<file path="src/rtl/prog_loader.sv">
// Program loader: receives a framed byte stream, writes big-endian 16-bit words
// into the program memory and holds the core in reset until a frame checks out.
module prog_loader #(
  parameter logic [7:0]  SYNC_BYTE = 8'hA5,
  parameter logic [15:0] BASE_ADDR = 16'h0000,
  parameter logic [15:0] MAX_WORDS = 16'd4096,
  parameter logic [23:0] TIMEOUT   = 24'd1000000
) (
  input  logic        clock,
  input  logic        reset,
  input  logic [7:0]  rx_data,
  input  logic        rx_valid,
  output logic        rx_ready,
  output logic [15:0] address_mem,
  output logic [15:0] data_mem,
  output logic        wren_mem,
  output logic        cpu_hold,
  output logic        done,
  output logic        error,
  output logic [1:0]  error_cause,
  output logic [15:0] words_loaded
);

  localparam logic [2:0] S_IDLE    = 3'd0;
  localparam logic [2:0] S_CNT_HI  = 3'd1;
  localparam logic [2:0] S_CNT_LO  = 3'd2;
  localparam logic [2:0] S_DATA_HI = 3'd3;
  localparam logic [2:0] S_DATA_LO = 3'd4;
  localparam logic [2:0] S_CHECK   = 3'd5;
  localparam logic [2:0] S_DONE    = 3'd6;
  localparam logic [2:0] S_ERROR   = 3'd7;

  localparam logic [1:0] CAUSE_CHK     = 2'b01;
  localparam logic [1:0] CAUSE_COUNT   = 2'b10;
  localparam logic [1:0] CAUSE_TIMEOUT = 2'b11;

  logic [2:0]  state;
  logic [7:0]  cnt_hi;
  logic [7:0]  word_hi;
  logic [7:0]  chk;
  logic [15:0] word_count;
  logic [15:0] idx;
  logic [23:0] timer;

  logic        accept;
  logic        in_frame;
  logic [15:0] count_next;
  logic [16:0] idx_inc;

  always_comb begin
    accept     = rx_valid && rx_ready;
    in_frame   = (state == S_CNT_HI) || (state == S_CNT_LO) || (state == S_DATA_HI) ||
                 (state == S_DATA_LO) || (state == S_CHECK);
    count_next = {cnt_hi, rx_data};
    idx_inc    = {1'b0, idx} + 17'd1;
  end

  always_ff @(posedge clock) begin
    if (reset) begin
      state        <= S_IDLE;
      rx_ready     <= 1'b0;
      address_mem  <= '0;
      data_mem     <= '0;
      wren_mem     <= 1'b0;
      cpu_hold     <= 1'b1;
      done         <= 1'b0;
      error        <= 1'b0;
      error_cause  <= '0;
      words_loaded <= '0;
      cnt_hi       <= '0;
      word_hi      <= '0;
      chk          <= '0;
      word_count   <= '0;
      idx          <= '0;
      timer        <= '0;
    end else begin
      rx_ready <= 1'b1;
      wren_mem <= 1'b0;

      // Idle gap timer; an expiry can only happen on a cycle with no accepted byte,
      // so it never competes with the byte-handling case below.
      if (accept || !in_frame) begin
        timer <= '0;
      end else if (timer == TIMEOUT - 24'd1) begin
        timer       <= '0;
        state       <= S_ERROR;
        error       <= 1'b1;
        error_cause <= CAUSE_TIMEOUT;
      end else begin
        timer <= timer + 24'd1;
      end

      if (accept) begin
        case (state)
          S_IDLE, S_DONE, S_ERROR: begin
            if (rx_data == SYNC_BYTE) begin
              state       <= S_CNT_HI;
              cpu_hold    <= 1'b1;
              done        <= 1'b0;
              error       <= 1'b0;
              error_cause <= '0;
              chk         <= '0;
            end
          end
          S_CNT_HI: begin
            cnt_hi <= rx_data;
            chk    <= chk ^ rx_data;
            state  <= S_CNT_LO;
          end
          S_CNT_LO: begin
            chk <= chk ^ rx_data;
            if (count_next > MAX_WORDS) begin
              state       <= S_ERROR;
              error       <= 1'b1;
              error_cause <= CAUSE_COUNT;
            end else begin
              word_count   <= count_next;
              idx          <= '0;
              words_loaded <= '0;
              state        <= (count_next == 16'd0) ? S_CHECK : S_DATA_HI;
            end
          end
          S_DATA_HI: begin
            word_hi <= rx_data;
            chk     <= chk ^ rx_data;
            state   <= S_DATA_LO;
          end
          S_DATA_LO: begin
            address_mem  <= BASE_ADDR + idx;
            data_mem     <= {word_hi, rx_data};
            wren_mem     <= 1'b1;
            idx          <= idx_inc[15:0];
            words_loaded <= words_loaded + 16'd1;
            chk          <= chk ^ rx_data;
            state        <= (idx_inc < {1'b0, word_count}) ? S_DATA_HI : S_CHECK;
          end
          S_CHECK: begin
            if (rx_data == chk) begin
              state    <= S_DONE;
              done     <= 1'b1;
              cpu_hold <= 1'b0;
            end else begin
              state       <= S_ERROR;
              error       <= 1'b1;
              error_cause <= CAUSE_CHK;
            end
          end
          default: state <= S_IDLE;
        endcase
      end
    end
  end

endmodule

</file>
<file path="config.mk">
export PLATFORM = sky130hd
export DESIGN_NAME = prog_loader
export DESIGN_NICKNAME = d
export VERILOG_FILES = /design/src/rtl/prog_loader.sv
export SDC_FILE = /design/constraint.sdc
export NUM_CORES = 1
export LEC_CHECK = 0
export ABC_AREA = 1
export CAP_MARGIN = 25
export CORE_ASPECT_RATIO = 0.7
export CORE_UTILIZATION = 45
export DETAILED_ROUTE_END_ITERATION = 8
export PLACE_DENSITY = 0.77
export SLEW_MARGIN = 25
export SYNTH_ARGS = -nofsm -noshare
export SYNTH_HDL_FRONTEND = slang
export SYNTH_SLANG_ARGS = --single-unit
</file>
<file path="constraint.sdc">
create_clock -name clock -period 2.4 [get_ports clock]
set_input_delay 0.24 -clock clock [delete_from_list [all_inputs] [get_ports clock]]
set_output_delay 0.24 -clock clock [all_outputs]
set_load 0.02 [all_outputs]
</file>
==> reports/qor.txt, run 1 <==
Status - finished, final reports clean
Syn_nets - 967
Worst r2r src - idx[1]
GRT overflow - 0
Startpoint types - flip-flop
CTS root buffer - clkbuf_16
Largest net degree at the start of global routing - 63
Crit-path cells - ha_4 -> nand2_4 -> nor2_4 -> nand3_2 -> nor2_2 -> xor2_1 -> inv_1 -> ha_4 -> nand2_1 -> nand2_1 -> a21oi_2 -> nand2_1 -> nor2_2 -> nand2_1 -> nand2_1 -> nand2_1 -> nand2_1 -> a21oi_1
Worst EP required - 2690 ps
Core ar. - 14100 µm²
Initial Util - 0.468
Seq/Total Area, Yosys - 0.417
Crit Path Class - reg -> reg
Mapped Area - 6620 µm²
Largest cells by area after synthesis - dfxtp_1 42%, nand2_1 11%, nor2_1 8.0%, a21oi_1 7.4%, o21ai_0 5.2%
# diodes - 0
Initial antenna violation count - 0
# nets final - 1058
Final hold slack - 451 ps
DPL Wire Length - 11100 µm
Layout cells sized above 1 - 0.120
Crit-path slowest cell - dfxtp_4
First-pass GRT wire length - 26900 µm
Crit path DAT - 2670 ps
Post-synth cell types - 41
Cells after synthesis - 938
Clk sinks - 138
Clock Skew - 8.31 ps
Fmax - 419 MHz
Max-cap check violation count - 0
CTS tree - built
Area delta synth->final - 26.8%
DRC - 0
Crit end category - flip-flop
Avg Inst Size Synth - 7.06 µm²
Yosys reg bits - 138
Least-Margin Pin Slew - 761 ps
Pwr dens - 599 nW/µm²
Pre-Repair DR Iteration Count - 5
Peak VDD IR - 0.396 mV
DR iter-0 viols - 464
Place WS - -89.9 ps
Die X - 147 µm
Port bufs - 65
Synth async-reset ratio - 0
Yosys top cell area share - 0.417
Die area - 15200 µm²
Final ANT Viol Nets - 0
Critical Path Most Common Cell - nand2_1
Synth Flop Type - dfxtp_1
YS warnings - 0
Post-route minimum period - 2380 ps
Post-synth EDFFs - 0
Hold Startpoint - timer[0]
Final hold vios - 0
Slew HR - 0.492
Leak Pwr - 3.43 nW
CP max stage delay - 380 ps
FP Rows - 36
CTS Buf Count - 17
Vias in the first global route - 5523
H-tree depth - 4
Hold crit path type - reg -> reg
Worst-Skew Late Latency - 430 ps
Crit path from - idx[1]
Clock transition at path regs - 60 ps
Gpl congestion - 0.932
DR vias/cell - 5.07
Die height - 103 µm
DR vias - 6241
CTS Buffer Depth - 2
Wirelength per Cell - 13.3 µm
Min setup slack post-route - 16.1 ps
Boundary pin count - 66
GR Util All Layers - 0.221
Unrepaired setup endpoints after global routing - true
Period utilisation layout - 0.993
Final Slew Violations - 0
Setup-failing EPs final - 0
Area leader, netlist - dfxtp_1
Total routed wirelength - 16400 µm
Crit path max fanout - 3
[metal layers]
metal / share of wire / vias to the layer above / routed length, µm / track usage
met1: 0.50 / 2814 / 8270 / 0.317
met3: 0.066 / 23 / 1080 / 0.0421
met4: 0.011 / 0 / 182 / 0.0730
li1: - / 3218 / - / -
met5: 0 / - / 0 / 0
met2: 0.42 / 186 / 6870 / 0.333
[worst max-delay path, delay by kind of cell (launching register included)]
kind | cells | cell delay (ps)
compound gates | 2 | 200
flops | 1 | 380
xor+xnor | 1 | 170
simple gates | 12 | 1020
fa+ha+maj | 2 | 380
buf+inv | 1 | 100
[kinds of logic (layout without fill, tap and decap cells)]
kind of cell / after synthesis / count (layout) / synth area share
adder cells (fa/ha/maj): 18 / 18 / 0.0340
AO/OA/AOI/OAI: 179 / 179 / 0.139
flip-flops: 138 / 138 / 0.417
XOR/XNOR: 33 / 33 / 0.0437
buffers and inverters: 126 / 229 / 0.0769
AND/OR/NAND/NOR: 444 / 444 / 0.289
[metrics by stage]
step	total power, mW	setup TNS [ps]	utilization	instance area (µm²)	instances
after floorplan	2.39	0	-	6620	938
after global placement	2.45	0	0.538	7610	1194
after detailed placement	2.45	-157	0.538	7610	1194
after CTS	5.05	0	0.582	8230	1226
after global routing	5.16	-275	0.594	8400	1231
final	5.03	0	0.594	8400	1231
[final cells by class]
type                       instances  area, µm²
clock buffer                      18        439
clock inverter                    13        144
fill                            1265       5750
inverter                          95        357
multi-input combinational        674       3490
sequential                       138       2770
tap                              190        238
timing repair buffer             103        952
[cell usage in the layout, fill, tap and decap left out, types with 6 or more instances in the layout]
cell / netlist / final
nor3_1: 18 / 18
clkdlybuf4s50_1: 0 / 65
xnor2_1: 9 / 8
nand2_2: 3 / 6
inv_1: 90 / 88
a21oi_1: 98 / 97
ha_1: 18 / 14
nor2_1: 142 / 134
buf_4: 3 / 36
nand3_1: 43 / 41
dfxtp_1: 138 / 133
clkbuf_16: 0 / 17
xor2_1: 24 / 24
inv_2: 5 / 7
nand4_1: 12 / 12
o21ai_0: 69 / 69
nand2_1: 196 / 192
nor2_2: 5 / 11
[flip-flops by register name (all words and copies together), names as in the netlist, 2 cells and up]
register / count
address_mem: 16
chk: 8
cnt_hi: 8
data_mem: 16
error_cause: 2
idx: 16
state: 3
timer: 24
word_count: 16
word_hi: 8
words_loaded: 16
[synth_stat cells, drive strengths merged, types with 2 or more instances]
| master | n |
|---|---|
| a31oi | 2 |
| o21bai | 2 |
| nand2 | 201 |
| clkbuf | 17 |
| o21ai | 70 |
| dfxtp | 138 |
| a21oi | 99 |
| buf | 14 |
| ha | 18 |
| inv | 95 |
| nand4 | 12 |
| and2 | 3 |
| nand3b | 2 |
| or2 | 4 |
| nor3 | 20 |
| nor4 | 2 |
| nor3b | 2 |
| nand3 | 46 |
| xor2 | 24 |
| o211ai | 2 |
| xnor2 | 9 |
| nor2 | 150 |
[report_power, final]
group / internal (mW) / leakage [nW] / switching (mW) / total [mW]
clock: 1.56 / 0.276 / 1.07 / 2.63
sequential: 2.29 / 1.11 / 0.000447 / 2.29
combinational: 0.0388 / 2.04 / 0.0730 / 0.112
total: 3.89 / 3.43 / 1.14 / 5.03
[what timing repair did]
item                                   4_1_cts  5_1_grt
endpoints found under the hold margin        0        0
pin swaps                                    1       19
setup buffers                                1        5
setup endpoints to repair                    2        2
hold buffers                                 0        0
gates resized for setup                     10       28
[path summary, 6_finish.rpt]
check / to / slack, ps / cells after the start
hold / removal: timer[0] / 450 / 1
setup / recovery: state[2] / 20 / 18
setup reg to reg: state[2] / 20 / 18
hold reg to reg: timer[0] / 450 / 1
Note: power is estimated with default switching activity, not from simulation.
==> inputs of run 2 (changes only) <==
--- a/config.mk
+++ b/config.mk
@@ -5,7 +5,7 @@
 export SDC_FILE = /design/constraint.sdc
 export NUM_CORES = 1
 export LEC_CHECK = 0
-export ABC_AREA = 1
+export ABC_AREA = 0
 export CAP_MARGIN = 25
 export CORE_ASPECT_RATIO = 0.7
 export CORE_UTILIZATION = 45
==> run 2 against run 1 <==
Compared with the run above:
- sequential power barely moved
- clock-buffer cell count unchanged
- critical endpoint unchanged
- sequential share of layout area increased by 0.80 points
- the run now ends with setup timing left
- combinational power is 4% higher
- clock power is 6% higher
- highest routed layer unchanged
- core utilization fell by 0.36 points
==> reports/qor.txt, run 2 <==
Synth async-reset ratio - 0
DPL Wire Length - 11100 µm
Seq/Total Area, Yosys - 0.432
GRT met2 Usage - 0.330
Initial Util - 0.461
Area leader, netlist - dfxtp_1
Yosys top cell area share - 0.432
Core ar. - 13900 µm²
Post-route minimum period - 2530 ps
Post-synth cell types - 51
Final Power - 5.20 mW
Synth Flop Type - dfxtp_1
Crit Path Class - reg -> reg
DR iter-0 viols - 440
DRC - 0
# nets final - 884
GR peak layer - met1
Fmax - 395 MHz
Status - finished, violations left
Port bufs - 65
R2r setup slk - -130 ps
Area of the multi-input gates - 3410 µm²
Largest cells by area after synthesis - dfxtp_1 43%, nor2_1 6.5%, nand2_1 5.4%, a21oi_1 5.0%, mux2i_1 4.4%
Pre-Repair DR Iteration Count - 5
Total negative setup slack - -246 ps
Worst-Skew Late Latency - 420 ps
CTS tree - built
GR Util All Layers - 0.229
Crit path DAT - 2810 ps
Max-cap check violation count - 0
Seq. cell area - 2770 µm²
Failing checks - setup timing
Most common library cells after synthesis - 138 x dfxtp_1, 111 x nor2_1, 92 x nand2_1, 64 x a21oi_1, 35 x clkbuf_1
Hold Startpoint - reset
Boundary pin count - 66
Worst r2r src - idx[1]
Cells after synthesis - 767
FP Rows - 36
Met1 Track Usage GR - 0.333
CTS Buf Count - 17
Startpoint types - flip-flop
Most common cell after layout, fill and taps aside - dfxtp_1
Mapped Area - 6400 µm²
Clk sinks - 138
First-pass GRT wire length - 25800 µm
Met3 GRT Util - 0.0548
Clock Skew - 8.27 ps
Most frequent cells in the layout - 136 x dfxtp_1, 110 x nor2_1, 92 x nand2_1
Peak VDD IR - 0.498 mV
Die X - 145 µm
Final hold vios - 0
Crit path max fanout - 3
Syn_nets - 796
Clock transition at path regs - 60 ps
CTS Buffer Depth - 2
DR vias - 5596
Worst r2r dst - state[2]
Largest net degree at the start of global routing - 53
# diodes - 0
H-tree depth - 4
Hold-critical path endpoint - idx[2]
Unrepaired setup endpoints after global routing - true
Slew HR - 0.633
YS warnings - 0
Count leader, synth - dfxtp_1
DR vias/cell - 5.29
Initial antenna violation count - 0
Pwr dens - 635 nW/µm²
Yosys reg bits - 138
Wirelength per Cell - 15.2 µm
Worst EP required - 2690 ps
Gpl congestion - 0.839
Die area - 14700 µm²
Hold crit path type - in -> reg
Crit end category - flip-flop
Die height - 102 µm
Avg Inst Size Synth - 8.34 µm²
Area delta synth->final - 28.0%
Reg2reg path depth - 12
Layout cells sized above 1 - 0.131
Fillers - 1242
Setup-failing EPs final - 2
Final Slew Violations - 0
Vias in the first global route - 5141
Least-Margin Pin Slew - 550 ps
Total routed wirelength - 16000 µm
Min setup slack post-route - -129 ps
Top reg by flops - timer
GRT overflow - 0
Final ANT Viol Nets - 0
Hold Path Cell Cnt - 3
Final hold slack - 392 ps
CTS root buffer - clkbuf_16
Number of flip-flops in the largest register - 24
Period utilisation layout - 1.05
Leak Pwr - 3.03 nW
Hold buffer count at cts - 0
Post-synth EDFFs - 0
## run 2: critical path: stages (launching register included)
cell     delay [ps]
dfxtp_4         370
ha_4            130
and3_4          180
nand4_1         120
nor2_2          170
xor2_1          190
ha_1            290
a21oi_2         190
o21ai_2          90
buf_4           130
a41o_1          210
a31oi_2         220
o31ai_1          90
## run 2: worst max path at each step
stage / from / end / slack [ps]
3_3_place_gp: rx_data[1] / words_loaded[15] / -180
4_1_cts: idx[0] / state[2] / -190
2_1_floorplan: idx[0] / state[2] / -120
3_5_place_dp: rx_data[1] / words_loaded[15] / -250
6_report: idx[1] / state[2] / -130
5_1_grt: idx[1] / state[2] / -200
## run 2: kinds of logic (layout without fill, tap and decap cells)
kind of cell | count (synthesis) | in the layout | synth area share
simple gates | 317 | 317 | 0.238
compound gates | 139 | 139 | 0.129
mux | 28 | 28 | 0.0438
buf+inv | 73 | 174 | 0.0483
fa+ha+maj | 18 | 18 | 0.0352
xor+xnor | 54 | 54 | 0.0739
flops | 138 | 138 | 0.432
## run 2: through the flow
stage | instance area [µm²] | instances | utilization | setup WS (ps)
floorplan | 6420 | 767 | - | -123
global placement | 7470 | 1023 | 0.539 | -175
detailed placement | 7470 | 1023 | 0.539 | -249
CTS | 8150 | 1058 | 0.587 | -192
global route | 8190 | 1058 | 0.590 | -200
finish | 8190 | 1058 | 0.590 | -129
## run 2: per-layer routing
metal | vias up | wire [µm] | share of wire
li1 | 2806 | - | -
met1 | 2595 | 8160 | 0.51
met2 | 180 | 6770 | 0.42
met3 | 15 | 985 | 0.061
met4 | 0 | 127 | 0.0079
met5 | - | 0 | 0
## run 2: report_power, final
| part | internal (mW) | switching [mW] |
|---|---|---|
| sequential | 2.29 | 0.000967 |
| clock | 1.77 | 1.03 |
| combinational | 0.0409 | 0.0754 |
| total | 4.10 | 1.10 |
## run 2: final cells by class
type / count / area share
Inverter: 23 / 0.0105
Clock buffer: 18 / 0.0536
Timing Repair Buffer: 119 / 0.128
Clock inverter: 14 / 0.0238
Multi-Input combinational cell: 556 / 0.416
Tap cell: 190 / 0.0290
Sequential cell: 138 / 0.338
## run 2: repair_timing
item                       CTS  global route
gates resized for setup      4             8
setup endpoints to repair    2             2
pin swaps                    7             9
setup buffers                3             0
